## config.mk

```make
export PLATFORM = sky130hd
export DESIGN_NAME = sys_ctrl_fpga_flat
export DESIGN_NICKNAME = d
export VERILOG_FILES = /design/src/rtl/common_types_pkg.sv /design/src/rtl/sys_ctrl_fpga_if.sv /design/src/rtl/led_stretch.sv /design/src/rtl/sys_ctrl_fpga.sv /design/src/flat_wrapper.sv
export SDC_FILE = /design/constraint.sdc
export NUM_CORES = 1
export LEC_CHECK = 0
export ABC_CLOCK_PERIOD_IN_PS = 2100
export CAP_MARGIN = 0
export CORE_UTILIZATION = 45
export CTS_CLUSTER_DIAMETER = 200
export CTS_CLUSTER_SIZE = 24
export DETAILED_ROUTE_END_ITERATION = 10
export PLACE_DENSITY_LB_ADDON = 0.1
export SKIP_LAST_GASP = 1
export SYNTH_ARGS = -nofsm -noshare
export SYNTH_HDL_FRONTEND = slang
export SYNTH_HIERARCHICAL = 1
export SYNTH_SLANG_ARGS = --single-unit
```

## constraint.sdc

```tcl
create_clock -name clk -period 2.1 [get_ports clk]
set_clock_uncertainty 0.15 [all_clocks]
set_input_delay 0.21 -clock clk [delete_from_list [all_inputs] [get_ports clk]]
set_output_delay 0.21 -clock clk [all_outputs]
set_load 0.02 [all_outputs]
```

## src/rtl/common_types_pkg.sv

```systemverilog
// common_types_pkg: shared types and constants for the board system controller.
package common_types_pkg;
  typedef enum logic [1:0] {HOLD, RUN, DEBOUNCE} rst_state_t;
  localparam int PWM_W = 8;
endpackage

```

## src/rtl/sys_ctrl_fpga_if.sv

```systemverilog
// sys_ctrl_fpga_if: board-pin and core-status bundle of the system controller.
interface sys_ctrl_fpga_if #(
  parameter int NUM_ACT = 2
);
  logic               ext_rst_n_i;
  logic               ce_o;
  logic               sys_rst_o;
  logic [NUM_ACT-1:0] act_i;
  logic               halt_i;
  logic [NUM_ACT-1:0] act_led_o;
  logic               halt_led_o;
  modport master (
    output ext_rst_n_i, act_i, halt_i,
    input  ce_o, sys_rst_o, act_led_o, halt_led_o
  );
  modport slave (
    input  ext_rst_n_i, act_i, halt_i,
    output ce_o, sys_rst_o, act_led_o, halt_led_o
  );
endinterface

```

## src/rtl/led_stretch.sv

```systemverilog
// led_stretch: retriggerable activity stretcher, LED lit for STRETCH cycles after the last event.
module led_stretch #(
  parameter int STRETCH = 2**20
) (
  input  logic clk,
  input  logic rst,
  input  logic evt_i,
  output logic led_o
);
  localparam int W = STRETCH > 1 ? $clog2(STRETCH) : 1;
  logic [W-1:0] r_cnt;
  logic         r_led;
  always_ff @(posedge clk) begin
    if (rst) begin
      r_cnt <= '0;
      r_led <= 1'b0;
    end else begin
      r_cnt <= evt_i ? W'(STRETCH - 1) : (r_cnt != '0 ? r_cnt - 1'b1 : r_cnt);
      r_led <= evt_i || r_cnt != '0;
    end
  end
  assign led_o = r_led;
endmodule

```

## src/rtl/sys_ctrl_fpga.sv

```systemverilog
// sys_ctrl_fpga: clock-enable, conditioned system reset and status LEDs.
// Define LED_PWM_EN to dim all LEDs with an 8-bit PWM of duty LED_DUTY/256.
module sys_ctrl_fpga
  import common_types_pkg::*;
#(
  parameter int DIV      = 2,
  parameter int RST_HOLD = 1024,
  parameter int DEBOUNCE = 256,
  parameter int NUM_ACT  = 2,
  parameter int STRETCH  = 2**20,
  parameter int BLINK    = 2**23
`ifdef LED_PWM_EN
  , parameter int LED_DUTY = 64
`endif
) (
  input logic            clk,
  input logic            rst,
  sys_ctrl_fpga_if.slave bus
);
  localparam int CE_W   = DIV > 1 ? $clog2(DIV) : 1;
  localparam int RC_MAX = RST_HOLD > DEBOUNCE ? RST_HOLD : DEBOUNCE;
  localparam int RC_W   = $clog2(RC_MAX + 1);
  localparam int BL_W   = BLINK > 1 ? $clog2(BLINK) : 1;

  logic [CE_W-1:0] r_ce_cnt;
  logic            r_ce;
  logic            w_ce_wrap;
  assign w_ce_wrap = r_ce_cnt == CE_W'(DIV - 1);
  always_ff @(posedge clk) begin
    if (rst) begin
      r_ce_cnt <= '0;
      r_ce     <= 1'b0;
    end else begin
      r_ce_cnt <= w_ce_wrap ? '0 : r_ce_cnt + 1'b1;
      r_ce     <= w_ce_wrap;
    end
  end

  logic [1:0] r_sync;
  logic       w_btn_s;
  always_ff @(posedge clk) r_sync <= rst ? 2'b00 : {r_sync[0], bus.ext_rst_n_i};
  assign w_btn_s = r_sync[1];

  rst_state_t      r_state, w_state_nxt;
  logic [RC_W-1:0] r_rcnt, w_rcnt_nxt;
  logic            r_sys_rst, w_sys_rst_nxt;
  always_ff @(posedge clk) begin
    if (rst) begin
      r_state   <= HOLD;
      r_rcnt    <= '0;
      r_sys_rst <= 1'b1;
    end else begin
      r_state   <= w_state_nxt;
      r_rcnt    <= w_rcnt_nxt;
      r_sys_rst <= w_sys_rst_nxt;
    end
  end
  // One counter serves both the release hold-off and the press debounce.
  always_comb begin
    w_state_nxt = r_state;
    w_rcnt_nxt  = r_rcnt + 1'b1;
    case (r_state)
      HOLD:
        if (!w_btn_s) w_rcnt_nxt = '0;
        else if (r_rcnt == RC_W'(RST_HOLD - 1)) w_state_nxt = RUN;
      RUN: begin
        w_rcnt_nxt = '0;
        if (!w_btn_s) w_state_nxt = common_types_pkg::DEBOUNCE;
      end
      common_types_pkg::DEBOUNCE:
        if (w_btn_s) w_state_nxt = RUN;
        else if (r_rcnt == RC_W'(DEBOUNCE - 1)) begin
          w_state_nxt = HOLD;
          w_rcnt_nxt  = '0;
        end
      default: w_state_nxt = HOLD;
    endcase
  end
  always_comb w_sys_rst_nxt = w_state_nxt == HOLD;

  logic [NUM_ACT-1:0] w_act_led;
  for (genvar i = 0; i < NUM_ACT; i++) begin : g_act
    led_stretch #(.STRETCH(STRETCH)) u_stretch (
      .clk  (clk),
      .rst  (rst),
      .evt_i(bus.act_i[i]),
      .led_o(w_act_led[i])
    );
  end

  logic [BL_W-1:0] r_bl_cnt;
  logic            r_bl_act, r_halt_led, w_bl_wrap;
  assign w_bl_wrap = r_bl_cnt == BL_W'(BLINK - 1);
  // The first halted cycle only lights the LED; counting starts on the next one.
  always_ff @(posedge clk) begin
    if (rst || !bus.halt_i) begin
      r_bl_cnt   <= '0;
      r_bl_act   <= 1'b0;
      r_halt_led <= 1'b0;
    end else begin
      r_bl_act   <= 1'b1;
      r_bl_cnt   <= (!r_bl_act || w_bl_wrap) ? '0 : r_bl_cnt + 1'b1;
      r_halt_led <= !r_bl_act ? 1'b1 : (w_bl_wrap ? ~r_halt_led : r_halt_led);
    end
  end

`ifdef LED_PWM_EN
  logic [PWM_W-1:0] r_pwm_cnt;
  logic             w_pwm_on;
  always_ff @(posedge clk) r_pwm_cnt <= rst ? '0 : r_pwm_cnt + 1'b1;
  assign w_pwm_on       = int'(r_pwm_cnt) < LED_DUTY;
  assign bus.act_led_o  = w_act_led & {NUM_ACT{w_pwm_on}};
  assign bus.halt_led_o = r_halt_led & w_pwm_on;
`else
  assign bus.act_led_o  = w_act_led;
  assign bus.halt_led_o = r_halt_led;
`endif
  assign bus.ce_o      = r_ce;
  assign bus.sys_rst_o = r_sys_rst;
endmodule

```

## src/flat_wrapper.sv

```systemverilog
// flat-port wrapper written by rule: the top's interface ports become plain ports
module sys_ctrl_fpga_flat import common_types_pkg::*;
#(
  parameter int DIV      = 2,
  parameter int RST_HOLD = 1024,
  parameter int DEBOUNCE = 256,
  parameter int NUM_ACT  = 2,
  parameter int STRETCH  = 2**20,
  parameter int BLINK    = 2**23

)
  (clk, rst, bus_ext_rst_n_i, bus_act_i, bus_halt_i, bus_ce_o, bus_sys_rst_o, bus_act_led_o, bus_halt_led_o);
  sys_ctrl_fpga_if #(.NUM_ACT(NUM_ACT)) bus_i ();
  input logic clk;
  input logic rst;
  input wire logic [$bits(bus_i.ext_rst_n_i)-1:0] bus_ext_rst_n_i;
  input wire logic [$bits(bus_i.act_i)-1:0] bus_act_i;
  input wire logic [$bits(bus_i.halt_i)-1:0] bus_halt_i;
  output wire logic [$bits(bus_i.ce_o)-1:0] bus_ce_o;
  output wire logic [$bits(bus_i.sys_rst_o)-1:0] bus_sys_rst_o;
  output wire logic [$bits(bus_i.act_led_o)-1:0] bus_act_led_o;
  output wire logic [$bits(bus_i.halt_led_o)-1:0] bus_halt_led_o;
  assign bus_i.ext_rst_n_i = bus_ext_rst_n_i;
  assign bus_i.act_i = bus_act_i;
  assign bus_i.halt_i = bus_halt_i;
  assign bus_ce_o = bus_i.ce_o;
  assign bus_sys_rst_o = bus_i.sys_rst_o;
  assign bus_act_led_o = bus_i.act_led_o;
  assign bus_halt_led_o = bus_i.halt_led_o;
  sys_ctrl_fpga #(.DIV(DIV), .RST_HOLD(RST_HOLD), .DEBOUNCE(DEBOUNCE), .NUM_ACT(NUM_ACT), .STRETCH(STRETCH), .BLINK(BLINK)) u_core (.clk(clk), .rst(rst), .bus(bus_i));
endmodule
```

==> metrics.cfg <==
[yosys]
synth_fa_ha_area_share_pct=1.78
synth_cell_types=54
yosys.area_share.xor_xnor_pct=4.57
synth_top_family_by_area=simple AND/OR/NAND/NOR gates
yosys.area_share.simple_pct=31.9
synthCells=488
synth_top_area_cell=dfxtp_1
ys_ff_latch=85
async_flop_share_pct=0
yosysWarnings=6
synth_top_cell_area_share_pct=40.4
ys_seq_area_share_pct=40.4
synthTopCellsByArea=dfxtp_1 (40%), nor2_1 (4.0%), xnor2_1 (3.7%)
synthMuxAreaShare_pct=0
yosys_most_used_dff=dfxtp_1
syn-num-nets=500
synth_area_um2=4220
syn_area_per_cell_um2=8.64
synth_edf_count=0
synth-compound-area-share_pct=16.4

[run]
max_cap_violations=0

[sta]
whs_ps=256
setup_viol_count_final=15
slew_headroom_pct=67.8
fin_crit_sh_pct=106
slew_violations=0
finalHoldViolations=0
rsz0062_at_grt=yes
setup_ws_ps=-133
worst_slew_pin_slew_ps=481
min_period_ps=2230
fmax_mhz=448

[worst_setup_path]
end_kind=flip-flop
crit_arrival_ps=2380
crit_type=reg2reg
setup.worst_path.start_class=flip-flop
path_common_cell=or4_4
crit_slowest_cell=or4_4
r2r_start=u_core/g_act[0].u_stretch/r_cnt[12]
critPathLaunch=u_core/g_act[0].u_stretch/r_cnt[12]
r2r-end=u_core/g_act[0].u_stretch/r_cnt[17]
rrSetupSlack_ps=-130
rr_worst_depth=4
path_max_fanout=4
path_cells=or4_4, or4_4, or4b_1, a31oi_1
max_stage_delay_ps=550
cp_data_required_time_ps=2240
crit_path_end=u_core/g_act[0].u_stretch/r_cnt[17]

[global_routing]
grt_pass1_vias=3722
grt_antenna_before_repair=0
grt_max_degree=33
grt_use_total_pct=21.0
grt_pass1_wl_um=16700
grt.overflow.total=0

[hold_path]
min_from=bus_ext_rst_n_i
hold_class=in2reg

[floorplanning]
die_area_um2=9760
ioPinCount=11
core_region_area_um2=8890
start_util_pct=47.4
dieHeight_um=98.8
std_cell_rows=34
die_x_um=98.8

[final_layout]
fin_area_um2=5080
drive_gt1_share_pct=21.6
postLayoutCoreUtil_pct=57.1
layoutNonFillerInstCount=650
nNetsFinal=549
area_growth_pct=20.4
seq_area_um2=1710
final_common_cell=dfxtp_1
num-fill-cells=799
diodes=0
multi_input_area_um2=2430
final_cell_mix=dfxtp_1 (81), buf_4 (57), nor2_1 (45), nor3_1 (29), a31oi_1 (20)

[detailed_routing]
vias=3857
via_per_inst=5.93
drc=0
drt-total-wl_um=9740
routedWlPerCell_um=15.0
ant_nets=0
drt_iter0_drc=154
first_pass_iters=5

[clocking]
worstSkewPairLatency_ps=360
cts_setup_buffers=0
clock_sink_count=85
clockRootBuffer=clkbuf_8
htreeDepth=3
max-clock-path-buffers=2
cts_tree=built
clk_pin_slew_ps=90
numCtsBuffers=9

[power_and_ir_drop]
totalPowerFinal_mw=3.44
peakVddDrop_v=0.000501
cellPowerDensity_nw_per_um2=679
cellLeakagePower_nw=1.67

[place]
post_dp_cell_area_um2=4770
place_congestion=0.808
dp.cells=633
io_buffer_count=10
hpwl_um=6560

[run_status]
status=complete, but fails checks
violations=negative setup slack

critical path, delay by kind of cell (launching register included):
kind | cells | cell delay, ps
AOI/OAI and AO/OA | 1 | 160
DFF | 1 | 320
and+or+nand+nor | 3 | 1540
synthesized netlist by cell type, types with 2 or more instances:
library cell  instances
nor3b_1               4
or3_4                 2
nor3_1               29
o31a_1                4
and4_1                7
o21ai_0              18
nor2b_1              14
dfxtp_1              85
or4_1                20
a21oi_1              12
buf_6                 4
nor4b_1               4
or3_1                11
nor4_1               24
clkbuf_1             21
nand3_2               3
a2111oi_0             2
nand2b_1              3
a31oi_1              20
xor2_1                4
xnor2_1              18
inv_1                17
nand3_1              14
a211oi_1              9
a31o_2                2
ha_1                  6
nor4_2                2
o31ai_1              13
a311oi_1             10
or4_4                 2
nor2_1               45
o41ai_1               4
nand4b_1              3
nand2_1              18
or2_2                 2
nand4_1              11
buf_2                 4
routing by layer:
metal  up-vias  wire, um  global-route usage, %
li1       1950         -                      -
met1      1818      4590                   26.1
met2        75      4690                   35.4
met3        14       312                   4.26
met4         0       155                   8.84
met5         -         0                      0
stage by stage:
| stage | TNS, ps | worst slack [ps] |
|---|---|---|
| 3_3_place_gp | -776 | -137 |
| 6_report | -939 | -133 |
| 3_5_place_dp | -1230 | -143 |
| 5_1_grt | -1900 | -206 |
| 4_1_cts | -1010 | -133 |
| 2_1_floorplan | -337 | -123 |
where the power goes:
group / internal, mW / leakage [nW] / switching [mW] / total (mW)
logic: 0.220 / 0.869 / 0.247 / 0.467
registers: 1.68 / 0.701 / 0.0681 / 1.75
clock network: 0.591 / 0.0955 / 0.635 / 1.23
sequential cells by signal (all words and copies together), names as in the netlist, 2 cells and up:
name,flops
u_core/g_act.u_stretch/r_cnt,40
u_core/r_bl_cnt,23
u_core/r_rcnt,11
u_core/g_act.u_stretch/led_o,2
u_core/r_state,2
u_core/r_sync,2
area by class of cell:
type | instances | area share [%]
Multi-Input combinational cell | 356 | 47.9
Sequential cell | 85 | 33.6
Timing Repair Buffer | 68 | 10.5
Clock buffer | 10 | 2.71
Tap cell | 108 | 2.66
Clock inverter | 6 | 1.38
Inverter | 17 | 1.26
worst min path at each step:
stage                                           to  slack (ps)  cells past startpoint
2_1_floorplan  u_core/g_act[1].u_stretch/r_cnt[10]         130                      1
3_3_place_gp                       u_core/r_ce_cnt         240                      1
3_5_place_dp                       u_core/r_ce_cnt         260                      1
4_1_cts                           u_core/r_sync[0]         240                      2
5_1_grt                           u_core/r_sync[0]         250                      2
6_report                          u_core/r_sync[0]         260                      2
timing repair:
action                                  4_1_cts  5_1_grt
hold endpoints to repair                      2        0
resized for setup                             8       15
hold buffers                                  1        0
pin swaps                                     1        5
endpoints found under the setup margin       18       32
cells by family after synthesis:
family,Yosys count
and+or+nand+nor,228
AOI/OAI and AO/OA,100
DFF,85
buffers and inverters,47
xor gates and xnor gates,22
adders and majority gates,6
(Power assumes the default switching activity.)
